--- config.mk ---
export PLATFORM = sky130hd
export DESIGN_NAME = nmi_bus_timeout
export DESIGN_NICKNAME = d
export VERILOG_FILES = /design/src/rtl/nmi_bus_timeout.sv
export SDC_FILE = /design/constraint.sdc
export NUM_CORES = 1
export LEC_CHECK = 0
export CAP_MARGIN = 5
export CORE_UTILIZATION = 30
export DETAILED_ROUTE_END_ITERATION = 8
export PLACE_DENSITY = 0.71
export RECOVER_POWER = 50
export SLEW_MARGIN = 0
export SYNTH_ARGS = -nofsm -noshare
export SYNTH_HDL_FRONTEND = slang
export SYNTH_SLANG_ARGS = --single-unit
--- constraint.sdc ---
create_clock -name clk_i -period 7.4 [get_ports clk_i]
set_clock_uncertainty 0.2 [all_clocks]
set_input_delay 1.85 -clock clk_i [delete_from_list [all_inputs] [get_ports clk_i]]
set_output_delay 1.85 -clock clk_i [all_outputs]
set_load 0.01 [all_outputs]
--- src/rtl/nmi_bus_timeout.sv ---
// Transparent nmi-bus stage that bounds the time a core can wait on its target.
// A stalled request is completed to the core with ERR_RDATA, then drained downstream.
module nmi_bus_timeout #(
  parameter int unsigned TIMEOUT_CYC = 1024,
  parameter int unsigned CNT_W       = 16,
  parameter logic [31:0] ERR_RDATA   = 32'hDEAD_BEEF
) (
  input  logic        clk_i,
  input  logic        rst_i,
  input  logic        s_valid_i,
  output logic        s_ready_o,
  input  logic [31:0] s_addr_i,
  input  logic [31:0] s_wdata_i,
  input  logic [3:0]  s_wstrb_i,
  output logic [31:0] s_rdata_o,
  output logic        m_valid_o,
  input  logic        m_ready_i,
  output logic [31:0] m_addr_o,
  output logic [31:0] m_wdata_o,
  output logic [3:0]  m_wstrb_o,
  input  logic [31:0] m_rdata_i,
  input  logic        to_clr_i,
  output logic        to_irq_o,
  output logic [31:0] to_addr_o,
  output logic [7:0]  to_cnt_o,
  output logic [1:0]  dbg_state_o
);

  // Handshake: a request is offered while valid is high and holds its payload
  // stable; it completes in the cycle where valid and ready are both high.

  typedef enum logic [1:0] {
    ST_IDLE  = 2'd0,
    ST_WAIT  = 2'd1,
    ST_DRAIN = 2'd2
  } state_t;

  localparam logic [CNT_W-1:0] TO_VAL = CNT_W'(TIMEOUT_CYC);
  localparam bit               TO_EN  = (TIMEOUT_CYC != 0);

  state_t           state;
  logic [CNT_W-1:0] cnt;
  logic [31:0]      lat_addr;
  logic [31:0]      lat_wdata;
  logic [3:0]       lat_wstrb;
  logic             timeout_hit;

  // A ready arriving on the last allowed cycle still wins over the timeout.
  assign timeout_hit = TO_EN && (state == ST_WAIT) && !m_ready_i && (cnt == TO_VAL);
  assign dbg_state_o = state;

  always_comb begin
    m_valid_o = s_valid_i;
    m_addr_o  = s_addr_i;
    m_wdata_o = s_wdata_i;
    m_wstrb_o = s_wstrb_i;
    s_ready_o = m_ready_i & s_valid_i;
    s_rdata_o = m_rdata_i;
    case (state)
      ST_WAIT: begin
        m_valid_o = 1'b1;
        m_addr_o  = lat_addr;
        m_wdata_o = lat_wdata;
        m_wstrb_o = lat_wstrb;
        s_ready_o = (m_ready_i & s_valid_i) | timeout_hit;
        if (timeout_hit) s_rdata_o = ERR_RDATA;
      end
      ST_DRAIN: begin
        m_valid_o = 1'b1;
        m_addr_o  = lat_addr;
        m_wdata_o = lat_wdata;
        m_wstrb_o = lat_wstrb;
        s_ready_o = 1'b0;
      end
      default: ;
    endcase
    // Outputs that start a handshake must not glitch high while reset is held.
    if (rst_i) begin
      m_valid_o = 1'b0;
      s_ready_o = 1'b0;
    end
  end

  always_ff @(posedge clk_i or posedge rst_i) begin
    if (rst_i) begin
      state     <= ST_IDLE;
      cnt       <= '0;
      lat_addr  <= '0;
      lat_wdata <= '0;
      lat_wstrb <= '0;
      to_irq_o  <= 1'b0;
      to_addr_o <= '0;
      to_cnt_o  <= '0;
    end else begin
      case (state)
        ST_IDLE: begin
          if (s_valid_i && !m_ready_i) begin
            lat_addr  <= s_addr_i;
            lat_wdata <= s_wdata_i;
            lat_wstrb <= s_wstrb_i;
            cnt       <= CNT_W'(1);
            state     <= ST_WAIT;
          end
        end
        ST_WAIT: begin
          if (m_ready_i) begin
            cnt   <= '0;
            state <= ST_IDLE;
          end else if (timeout_hit) begin
            cnt   <= '0;
            state <= ST_DRAIN;
          end else begin
            cnt <= cnt + CNT_W'(1);
          end
        end
        ST_DRAIN: begin
          // The late target response is swallowed; the core already got ERR_RDATA.
          if (m_ready_i) state <= ST_IDLE;
        end
        default: state <= ST_IDLE;
      endcase

      // A clear and a timeout in the same cycle leave exactly one event recorded.
      if (timeout_hit) begin
        to_irq_o  <= 1'b1;
        to_addr_o <= lat_addr;
        if (to_clr_i)               to_cnt_o <= 8'd1;
        else if (to_cnt_o != 8'hFF) to_cnt_o <= to_cnt_o + 8'd1;
      end else if (to_clr_i) begin
        to_irq_o <= 1'b0;
        to_cnt_o <= '0;
      end
    end
  end

endmodule

**After elaboration in Yosys (flattened, before gate mapping)**

Cells that the tools add are included.

- Register bits: 127
- Bits in latches: 0
- Bits in writable memories: 0
- ROM bits: 0
- Input port bits: 105
- Output and inout port bits: 145
- Logic and storage cells: 56
- Memories kept: 0

- $add $sub $neg: 2
- $mul: 0
- Div/mod/pow operators: 0
- Magnitude comparators: 0
- Eq/ne operators: 7
- Shift-type cells: 0
- Mux-type cells: 24
- Bitwise gates (word level): 2
- Reductions and logical operators: 13

Operators by type and width:

| operator | number |
|---|---|
| 32-bit two-way mux | 4 |
| 16-bit two-way mux | 3 |
| 8-bit two-way mux | 4 |
| 16-bit case mux with 2 select lines | 1 |
| 16-bit by 1-bit adder with 16-bit output (second input constant) | 1 |
| 16-bit by 11-bit equality test with 1-bit output (second input constant) | 1 |
| 8-bit by 1-bit adder with 8-bit output (second input constant) | 1 |
| 2-bit two-way mux | 4 |
| 8-bit != test (second input constant) | 1 |
| 2-bit case mux with 3 select lines | 1 |
| 2-bit AND reduction | 3 |
| 2-bit nonzero test | 3 |
| 1-bit two-way mux | 5 |
| 4-bit two-way mux | 1 |
| 2-bit != test (second input constant) | 2 |
| 1-bit logical AND | 3 |
| 3-bit != test (second input constant) | 1 |
| 3-bit AND reduction | 1 |
| 2-bit by 1-bit equality test with 1-bit output (second input constant) | 1 |
| 2-bit equality test (second input constant) | 1 |
| 2-bit logical NOT | 1 |
| 1-bit case mux with 2 select lines | 1 |
| 2-bit OR reduction | 1 |
| 1-bit AND | 1 |
| 2 further kinds | 2 |

**Longest topological paths before layout**

Gate-level depths: netlist (run 1).

- Depth after elaboration: 6
- Depth in mapped cells: 9
- Mapped depth without buffers: 6

**Worst setup path after synthesis (run 1)**

OpenSTA, ideal clock, no wires.

- Path type: input -> output
- Start: in m_ready_i
- End: out s_ready_o
- Data arrival time: 2805 ps
- Required time: 5350 ps
- Setup slack: 2545 ps
- Stages: 4
- Buffers on the path: 1
- Path through: and2b_1 > clkbuf_1 > a32oi_1 > nor3_1

- Longest elaborated chain between the ends: 6
- Elaborated cells on any way between the ends: 7
- Classes of those cells: mux: 2; bitwise: 2; reduce/logical: 3

Ends and longest elaborated chain:

| element | RTL line | text |
|---|---|---|
| start: declaration | 17 | `input logic m_ready_i,` |
| 1-bit logical NOT | 49 | `assign timeout_hit = TO_EN && (state == ST_WAIT) && !m_ready_i && (cnt == TO_VAL);` |
| 1-bit logical AND (2 in a row) | 49 |  |
| 1-bit bitwise OR | 65 | `s_ready_o = (m_ready_i & s_valid_i) \| timeout_hit;` |
| 1-bit case mux with 2 select lines (*) | 59 | `case (state)` |
| 1-bit two-way mux (*) | 78 | `if (rst_i) begin` |
| end: declaration | 11 | `output logic s_ready_o,` |

Every way passes the cells marked *; elsewhere a longest branch is shown, timed or not.

**Worst setup path after layout (run 1)**

- Start: in m_ready_i
- End: out s_rdata_o[15]

- Longest elaborated chain between the ends: 5

Ends and longest elaborated chain:

| element | RTL line | text |
|---|---|---|
| 1-bit logical NOT | 49 |  |
| 1-bit logical AND (2 in a row) | 49 |  |
| 32-bit two-way mux | 66 | `if (timeout_hit) s_rdata_o = ERR_RDATA;` |
| 32-bit two-way mux | 59 |  |
| end: declaration | 15 | `output logic [31:0] s_rdata_o,` |

Every way passes these cells.

==> results of run 1 <==
metrics by stage:
step	util (%)	power, mW	area (um2)	hold slack (ns)
2_1_floorplan	-	1.80	6400	0.240
3_3_place_gp	43.5	2.50	9130	0.253
3_5_place_dp	43.5	2.52	9130	0.260
4_1_cts	46.5	3.44	9750	0.275
5_1_grt	46.5	3.60	9740	0.302
6_report	46.5	3.38	9740	0.269
cell usage in the layout (no fill, tap or decap), types with 5 or more instances in the layout:
cell	n
sky130_fd_sc_hd__nand2_1	217
sky130_fd_sc_hd__nor2_1	14
sky130_fd_sc_hd__nand2b_1	29
sky130_fd_sc_hd__o21ai_0	8
sky130_fd_sc_hd__and4_1	5
sky130_fd_sc_hd__dlygate4sd3_1	44
sky130_fd_sc_hd__mux2_4	6
sky130_fd_sc_hd__mux2_2	97
sky130_fd_sc_hd__nand3_1	8
sky130_fd_sc_hd__inv_1	9
sky130_fd_sc_hd__a21oi_1	14
sky130_fd_sc_hd__nor2b_1	5
sky130_fd_sc_hd__dfrtp_1	127
sky130_fd_sc_hd__a31oi_1	5
sky130_fd_sc_hd__ha_1	5
sky130_fd_sc_hd__or3_1	5
sky130_fd_sc_hd__clkdlybuf4s50_1	205
sky130_fd_sc_hd__clkbuf_16	17
sky130_fd_sc_hd__and2_1	10
registers in the layout (all words and copies together) (netlist names):
register,flops
lat_wdata,32
to_addr_o,32
lat_wstrb,4
dbg_state_o,2
cnt,16
to_irq_o,1
lat_addr,32
to_cnt_o,8
per-layer routing:
layer / up-vias / part of all wire, % / GRT usage, %
met5: - / 0 / 0
met4: 0 / 1.1 / 4.64
met3: 14 / 8.3 / 6.60
met2: 204 / 47 / 27.8
met1: 2624 / 44 / 20.5
li1: 2653 / - / -
power groups by stage:
stage	clock, mW	sequential, mW	combinational (mW)
after floorplan	0	1.04	0.758
after global placement	0	1.06	1.43
after detailed placement	0	1.08	1.45
after CTS	0.917	1.07	1.46
after global routing	0.949	1.10	1.55
final	0.891	1.07	1.42
worst reg2reg max path: stages (launching register included):
cell	delay (ns)
sky130_fd_sc_hd__dfrtp_1	0.45
sky130_fd_sc_hd__inv_1	0.12
sky130_fd_sc_hd__ha_4	0.20
sky130_fd_sc_hd__nand3b_1	0.08
sky130_fd_sc_hd__clkbuf_1	2.53
sky130_fd_sc_hd__nand2_1	0.46
sky130_fd_sc_hd__nand3b_1	0.27
sky130_fd_sc_hd__o2bb2ai_1	0.09
cells by family (layout without fill, tap and decap cells):
kind of cell,count (synthesis),count (layout)
muxes,104,104
AOI/OAI and AO/OA,49,49
DFF,127,127
and+or+nand+nor,312,312
xor gates and xnor gates,5,5
adders and majority gates,6,6
buffers and inverters,45,295
cell type report:
| class | count | area [um2] | area share (%) |
|---|---|---|---|
| well taps | 275 | 344 | 3.53 |
| clock inverters | 11 | 163 | 1.67 |
| clock buffers | 21 | 460 | 4.73 |
| inverters | 10 | 38.8 | 0.398 |
| multi-input cells | 476 | 3040 | 31.2 |
| repair buffers | 253 | 2520 | 25.8 |
| flip-flops and latches | 127 | 3180 | 32.6 |
how the worst min path moves through the flow:
stage               cells after the start                      start  slack [ns]                         to
floorplan                               2   lat_wdata[0]$_DFFE_PP0P_        0.24   lat_wdata[0]$_DFFE_PP0P_
global placement                        2   lat_wstrb[2]$_DFFE_PP0P_        0.25   lat_wstrb[2]$_DFFE_PP0P_
detailed placement                      2  lat_wdata[27]$_DFFE_PP0P_        0.26  lat_wdata[27]$_DFFE_PP0P_
CTS                                     2  lat_wdata[27]$_DFFE_PP0P_        0.28  lat_wdata[27]$_DFFE_PP0P_
global route                            2   lat_wdata[0]$_DFFE_PP0P_        0.30   lat_wdata[0]$_DFFE_PP0P_
finish                                  2   lat_wstrb[2]$_DFFE_PP0P_        0.27   lat_wstrb[2]$_DFFE_PP0P_
==> Implementation_results.wiki, run 1 <==
{| class="wikitable"
! Metric !! Value
|-
| Category of the most critical setup path || in2out
|-
| Layout fillers || 1,984
|-
| Largest net degree at the start of global routing || 79
|-
| Cells traversed along the worst timing path || dlygate4sd3_1, and2b_1, nand2_4, nand2b_1, clkdlybuf4s50_1
|-
| Sw frac || 31.6%
|-
| Clock tree from TritonCTS || built
|-
| Setup crit end kind || primary output
|-
| Share of total power in combinational logic || 42.1%
|-
| Effective utilization at floorplan || 30.5%
|-
| Total number of H-tree levels || 4
|-
| Max-capacitance violation count || 2
|-
| Ratio of routed vias to standard cells || about 4.7
|-
| Post_cts resized || 0
|-
| Number of vias after detailed routing || ~5,500
|-
| Global router's overall resource usage || 16.9%
|-
| Clock transition at the register clock pins on the worst setup and hold paths after CTS || roughly 0.06 ns
|-
| Total congestion overflow after global routing || 0
|-
| Routed Antenna Nets || 0
|-
| Post-cts hold buffer count || 0
|-
| Non-filler instance count after layout || 1,173
|-
| Vias in the first global route || 5,584
|-
| Post-synthesis share of cell area spent on xor and xnor gates || less than 1%
|-
| Top_reg_cell synth || sky130_fd_sc_hd__dfrtp_1
|-
| Setup bufs post-CTS || 0
|-
| Number of DRC violations after detailed-routing iteration 0 || 230
|-
| Setup violation total in the final timing report || 0
|-
| R2R Path Start || dbg_state_o[0]$_DFFE_PP0P_
|-
| Most frequently used cell type in the post-synthesis netlist || sky130_fd_sc_hd__nand2_1
|-
| Antenna violations before repair || 0
|-
| Number of synthesized flops with an enable pin || 0
|-
| Transition at the pin with the smallest max-transition slack || 3.60 ns
|-
| Critical Path Source Type || input pin
|-
| Reg-to-reg setup timing slack || 2.89 ns
|-
| Static leakage power || 4.54 nW
|-
| Worst endpoint data arrival time || 4.28 ns
|-
| Root buffer cell || sky130_fd_sc_hd__clkbuf_16
|-
| Pins Over Slew Limit || 153
|-
| Number of distinct library cells after synthesis || 46
|-
| Std cell rows || 53
|-
| Simple-gate portion of the synthesized area || between 20 and 25%
|-
| Max IR drop VDD || around 0.18 mV
|-
| Synth Net Count || 759
|-
| Net count reported at finish || 996
|-
| Compound-cell area share of the yosys netlist || 4.91%
|-
| Beginning of the critical path || m_ready_i
|-
| Post-Syn Area || 0.00640 mm2
|-
| HPWL after detailed placement || ~12,000 um
|-
| First-pass GRT wire length || 29,000 um
|-
| Routed length per instance || roughly 15 um
|-
| Power density cells || ~350 mW/mm2
|-
| DRC errors left || 0
|-
| Most frequent cells after synthesis || sky130_fd_sc_hd__nand2_1, sky130_fd_sc_hd__dfrtp_1, sky130_fd_sc_hd__mux2_2
|-
| Aggregate routed wire length || 17,700 um
|-
| Core Box Area || 0.0210 mm2
|-
| Yosys warning count || 0
|-
| Mean cell area of the mapped netlist || roughly 9.9 um2
|-
| Critical path buffers and inverters || 2
|-
| Number of instances in the synthesized netlist || about 650
|-
| Async set-or-reset flop fraction in the synthesized netlist || 100%
|-
| Final setup TNS || 0 ns
|-
| Source-to-sink clock delay at the later pin of the worst-skew pair || 0.41 ns
|-
| Cell types with the largest area share after synthesis || sky130_fd_sc_hd__dfrtp_1, sky130_fd_sc_hd__mux2_2, sky130_fd_sc_hd__nand2_1
|-
| Max Freq || 158 MHz
|-
| Relative contribution of sequential cells to total power || 31.6%
|-
| Number of port buffers || around 250
|-
| Share of synthesized area spent on multiplexers || 18.6%
|-
| Antenna cells || 0
|-
| Final worst-path setup slack || 1.07 ns
|-
| Slowest CP cell || sky130_fd_sc_hd__dlygate4sd3_1
|-
| Number of buffers created by CTS || 17
|-
| Stages on worst setup path || 5
|-
| Crit-path max FO || 54
|-
| Violated checks || capacitance limit, slew limit
|-
| Endpoint of the most critical register-to-register path || cnt[2]$_DFFE_PP0P_
|-
| Detailed Routing Iterations Pass 1 || 7
|-
| Dominant combinational cell family by area after synthesis || simple AND/OR/NAND/NOR gates
|-
| Max-Slew Margin vs Limit || -140%
|-
| Top Ports || 250
|-
| Worst reg2reg path depth || 7
|-
| Internal power component || 2.31 mW
|-
| Adder-cell area share of the yosys netlist || 1.17%
|-
| Flip-flop and latch count after synthesis || 127
|-
| Area added between synthesis and finish || 52.2%
|-
| Die Ht || roughly 150 um
|-
| Final Hold Violating Endpoints || 0
|-
| CP required || 5.35 ns
|-
| Post-synth top area cell || sky130_fd_sc_hd__dfrtp_1
|-
| Shortest clock period the worst path allows after layout || 6.33 ns
|-
| Delay contributed by the slowest stage of the critical path || 0.62 ns
|-
| P_sw || around 1.1 mW
|-
| Width of the die || 148 um
|-
| Seq/Total Area, Yosys || 49.7%
|-
| Timing endpoint of the critical path || s_rdata_o[15]
|-
| Final weighted congestion in routability-driven placement || just over 0.8
|-
| Die area || 0.0219 mm2
|-
| CTS sink count || 127
|-
| Final Cycle Share || 85.6%
|-
| Number of placed cells counting well taps || between 1,000 and 1,500
|-
| Maximum root-to-sink buffer count || 2
|-
| Fraction of post-synthesis cell area in the top cell type by area || 49.7%
|-
| RSZ-0062 raised after global routing || no
|-
| Path type of the worst min-delay path || reg2reg
|-
| Layout cells sized above 1 || between 10% and 20%
|-
| Critical path's top delay family || buffers and inverters
|-
| Pre-CTS WS || 1.12 ns
|-
| Clock group share of total power || 26.4%
|-
| Outcome || finished, violations left
|}
(Power assumes the default switching activity.)
==> run 2: changes to the inputs <==
--- a/config.mk
+++ b/config.mk
@@ -5,10 +5,12 @@
 export SDC_FILE = /design/constraint.sdc
 export NUM_CORES = 1
 export LEC_CHECK = 0
+export ABC_AREA = 1
 export CAP_MARGIN = 5
 export CORE_UTILIZATION = 30
 export DETAILED_ROUTE_END_ITERATION = 8
-export PLACE_DENSITY = 0.71
+export HOLD_SLACK_MARGIN = 0.02
+export PLACE_DENSITY = 0.7
 export RECOVER_POWER = 50
 export SLEW_MARGIN = 0
 export SYNTH_ARGS = -nofsm -noshare
==> run 2 against run 1 <==
Compared with the run above: the run still ends with capacitance limit, slew limit left; critical endpoint is now s_ready_o; total power fell by 12%; critical path depth rose by 4; maximum frequency is 1.4% lower; synthesized area up 1.2%; global-route usage about the same; hold slack better by 0.0051 ns; sequential power decreased by 5%; synthesized cell count rose by 34%; cell count up 18%; die area grew 1.1%; combinational power fell by 18%; via count rose by 13%.
==> Implementation_results.wiki, run 2 <==
{| class="wikitable"
! Metric !! Value
|-
| Final setup TNS || 0 ns (unchanged)
|-
| Global router's overall resource usage || 16.9% (about the same)
|-
| Largest net degree at the start of global routing || 88 (was 79)
|-
| Number of vias after detailed routing || 6,206 (was 5,495)
|-
| Power density cells || 307 mW/mm2 (was 347 mW/mm2)
|-
| Clock transition at the register clock pins on the worst setup and hold paths after CTS || 0.06 ns (about the same)
|-
| Source-to-sink clock delay at the later pin of the worst-skew pair || 0.41 ns (about the same)
|-
| Post-synth top area cell || sky130_fd_sc_hd__dfrtp_1 (unchanged)
|-
| Number of buffers created by CTS || 17 (unchanged)
|-
| Number of distinct library cells after synthesis || 26 (was 46)
|-
| Area added between synthesis and finish || 49.7% (was 52.2%)
|-
| Critical Path Source Type || input pin (unchanged)
|-
| Max IR drop VDD || 0.168 mV (was 0.179 mV)
|-
| Number of instances in the synthesized netlist || 871 (was 648)
|-
| Seq/Total Area, Yosys || 49.1% (was 49.7%)
|-
| Ratio of routed vias to standard cells || 4.47 (was 4.68)
|-
| Most frequent standard cell in the layout excluding fill and tap cells || sky130_fd_sc_hd__nand2_1 (unchanged)
|-
| Slowest CP cell || sky130_fd_sc_hd__clkdlybuf4s50_1 (was sky130_fd_sc_hd__dlygate4sd3_1)
|-
| CTS sink count || 127 (unchanged)
|-
| HPWL after detailed placement || 12,800 um (was 12,100 um)
|-
| Setup violation total in the final timing report || 0 (unchanged)
|-
| Maximum root-to-sink buffer count || 2 (unchanged)
|-
| Max-Slew Margin vs Limit || -26.7% (was -140%)
|-
| Number of port buffers || 249 (unchanged)
|-
| Flip-flop and latch count after synthesis || 127 (unchanged)
|-
| Transition at the pin with the smallest max-transition slack || 1.90 ns (was 3.60 ns)
|-
| Leading registers by flop count || lat_addr (32), lat_wdata (32), to_addr_o (32) (unchanged)
|-
| First-pass GRT wire length || 29,400 um (was 29,000 um)
|-
| Synth Net Count || 982 (was 759)
|-
| Setup crit end kind || primary output (unchanged)
|-
| Aggregate routed wire length || 18,400 um (was 17,700 um)
|-
| Yosys warning count || 0 (unchanged)
|-
| Most frequent cells after synthesis || sky130_fd_sc_hd__nand2_1, sky130_fd_sc_hd__o21ai_0, sky130_fd_sc_hd__dfrtp_1 (was sky130_fd_sc_hd__nand2_1, sky130_fd_sc_hd__dfrtp_1, sky130_fd_sc_hd__mux2_2)
|-
| Delay contributed by the slowest stage of the critical path || 0.58 ns (was 0.62 ns)
|-
| Antenna violations before repair || 0 (unchanged)
|-
| Critical path buffers and inverters || 4 (was 2)
|-
| Mean cell area of the mapped netlist || 7.43 um2 (was 9.88 um2)
|-
| Die area || 0.0222 mm2 (was 0.0219 mm2)
|-
| Critical path's top delay family || buffers and inverters (unchanged)
|-
| Post-Syn Area || 0.00647 mm2 (was 0.00640 mm2)
|-
| Number of DRC violations after detailed-routing iteration 0 || 323 (was 230)
|-
| Top_reg_cell synth || sky130_fd_sc_hd__dfrtp_1 (unchanged)
|-
| Fraction of post-synthesis cell area in the top cell type by area || 49.1% (was 49.7%)
|-
| Path type of the worst min-delay path || reg2reg (unchanged)
|-
| Layout cells sized above 1 || 4.76% (was 15.8%)
|-
| Routed length per instance || 13.2 um (was 15.1 um)
|-
| Hold Worst Slack || 0.274 ns (was 0.269 ns)
|-
| Detailed Routing Iterations Pass 1 || 5 (was 7)
|-
| CP required || 5.35 ns (about the same)
|-
| Most frequent cells in the layout || sky130_fd_sc_hd__nand2_1, sky130_fd_sc_hd__clkdlybuf4s50_1, sky130_fd_sc_hd__o21ai_0, sky130_fd_sc_hd__dfrtp_1, sky130_fd_sc_hd__inv_1 (was sky130_fd_sc_hd__nand2_1, sky130_fd_sc_hd__clkdlybuf4s50_1, sky130_fd_sc_hd__dfrtp_1, sky130_fd_sc_hd__mux2_2, sky130_fd_sc_hd__dlygate4sd3_1)
|-
| Crit-path max FO || 35 (was 54)
|-
| Critical path's most frequent cell || sky130_fd_sc_hd__nand2_1
|-
| Width of the die || 149 um (was 148 um)
|-
| DRC errors left || 0 (unchanged)
|-
| Total number of H-tree levels || 4 (unchanged)
|-
| Cells traversed along the worst timing path || dlygate4sd3_1, inv_1, nand2_1, nor2_1, nand3_1, inv_2, nand2_1, a21oi_1, clkdlybuf4s50_1 (was dlygate4sd3_1, and2b_1, nand2_4, nand2b_1, clkdlybuf4s50_1)
|-
| Static leakage power || 4.79 nW (was 4.54 nW)
|-
| Most frequently used cell type in the post-synthesis netlist || sky130_fd_sc_hd__nand2_1 (unchanged)
|-
| Std cell rows || 53 (unchanged)
|-
| Max Freq || 156 MHz (was 158 MHz)
|-
| Sequential cell area || 0.00318 mm2 (unchanged)
|-
| Max-capacitance violation count || 2 (unchanged)
|-
| Number of synthesized flops with an enable pin || 0 (unchanged)
|-
| Worst endpoint data arrival time || 4.37 ns (was 4.28 ns)
|-
| Vias in the first global route || 5,871 (was 5,584)
|-
| Final Cycle Share || 86.8% (was 85.6%)
|-
| Core Box Area || 0.0211 mm2 (was 0.0210 mm2)
|-
| Footprint of the multi-input gates || 0.00267 mm2 (was 0.00304 mm2)
|-
| Outcome || finished, violations left (unchanged)
|-
| Effective utilization at floorplan || 30.7% (was 30.5%)
|-
| Total congestion overflow after global routing || 0 (unchanged)
|-
| Async set-or-reset flop fraction in the synthesized netlist || 100% (unchanged)
|-
| Root buffer cell || sky130_fd_sc_hd__clkbuf_16 (unchanged)
|-
| Post-cts hold buffer count || 0 (unchanged)
|-
| Violated checks || capacitance limit, slew limit (unchanged)
|-
| Antenna cells || 0 (unchanged)
|-
| Net count reported at finish || 1,212 (was 996)
|-
| Clock tree from TritonCTS || built (unchanged)
|-
| Layout fillers || 2,101 (was 1,984)
|-
| Die Ht || 149 um (was 148 um)
|-
| Shortest clock period the worst path allows after layout || 6.42 ns (was 6.33 ns)
|-
| RSZ-0062 raised after global routing || no (unchanged)
|-
| Top Ports || 250 (unchanged)
|-
| Cell types with the largest area share after synthesis || sky130_fd_sc_hd__dfrtp_1, sky130_fd_sc_hd__nand2_1, sky130_fd_sc_hd__o21ai_0 (was sky130_fd_sc_hd__dfrtp_1, sky130_fd_sc_hd__mux2_2, sky130_fd_sc_hd__nand2_1)
|-
| Post_cts resized || 0 (unchanged)
|-
| Category of the most critical setup path || in2out (unchanged)
|-
| Final weighted congestion in routability-driven placement || 0.814 (was 0.816)
|-
| Final Hold Violating Endpoints || 0 (unchanged)
|-
| Pins Over Slew Limit || 128 (was 153)
|-
| Routed Antenna Nets || 0 (unchanged)
|-
| Setup bufs post-CTS || 0 (unchanged)
|}
## run 2: cell type report
cell class / count / area share (%)
multi-input combinational: 592 / 27.5
clock inverter: 14 / 1.39
tap: 275 / 3.55
inverter: 110 / 4.31
clock buffer: 17 / 4.39
timing repair buffer: 253 / 26.0
sequential: 127 / 32.8
## run 2: per-stage QoR
step	power [mW]	std cells	util [%]	setup slack, ns	cell area [um2]
finish	2.97	1388	45.9	0.978	9690
floorplan	1.61	871	-	0.182	6470
global placement	2.19	1357	43.5	1.34	9170
detailed placement	2.20	1357	43.5	1.24	9170
global route	3.19	1388	45.9	0.769	9690
CTS	3.03	1388	46.1	1.24	9730
## run 2: cell families (layout without fill, tap and decap cells)
group | Yosys count | after routing | share of synthesized area [%]
AO/OA/AOI/OAI | 152 | 152 | 11.9
adder cells (fa/ha/maj) | 6 | 6 | 1.16
XOR/XNOR | 6 | 6 | 0.812
buffers and inverters | 152 | 394 | 9.49
AND/OR/NAND/NOR | 428 | 428 | 27.6
flip-flops | 127 | 127 | 49.1
## run 2: worst min-delay path: cells and delay by family (launching register included)
kind	cells	cell delay, ns
flops	1	0.34
simple gates	2	0.10
## run 2: where the power goes
part           switching [mW]  internal, mW
Combinational           0.589         0.572
Clock                   0.332         0.465
Sequential              0.129         0.887
## run 2: final timing paths
path | start | end | slack (ns) | depth (start not counted)
max | m_ready_i | s_ready_o | 0.98 | 9
min | to_addr_o[27]$_DFFE_PP0P_ | to_addr_o[27]$_DFFE_PP0P_ | 0.27 | 2
min in group asynchronous | rst_i | lat_wdata[6]$_DFFE_PP0P_ | 1.79 | 2
max in group asynchronous | rst_i | to_addr_o[3]$_DFFE_PP0P_ | 3.02 | 3
max reg2reg | dbg_state_o[0]$_DFFE_PP0P_ | cnt[12]$_DFFE_PP0P_ | 3.41 | 10
min reg2reg | to_addr_o[27]$_DFFE_PP0P_ | to_addr_o[27]$_DFFE_PP0P_ | 0.27 | 2
## run 2: metal layers
layer	vias up	share of wire (%)	GRT usage, %
li1	3166	-	-
met1	2805	43	20.1
met2	214	47	27.9
met3	21	6.9	5.02
met4	0	3.1	7.96
met5	-	0	0
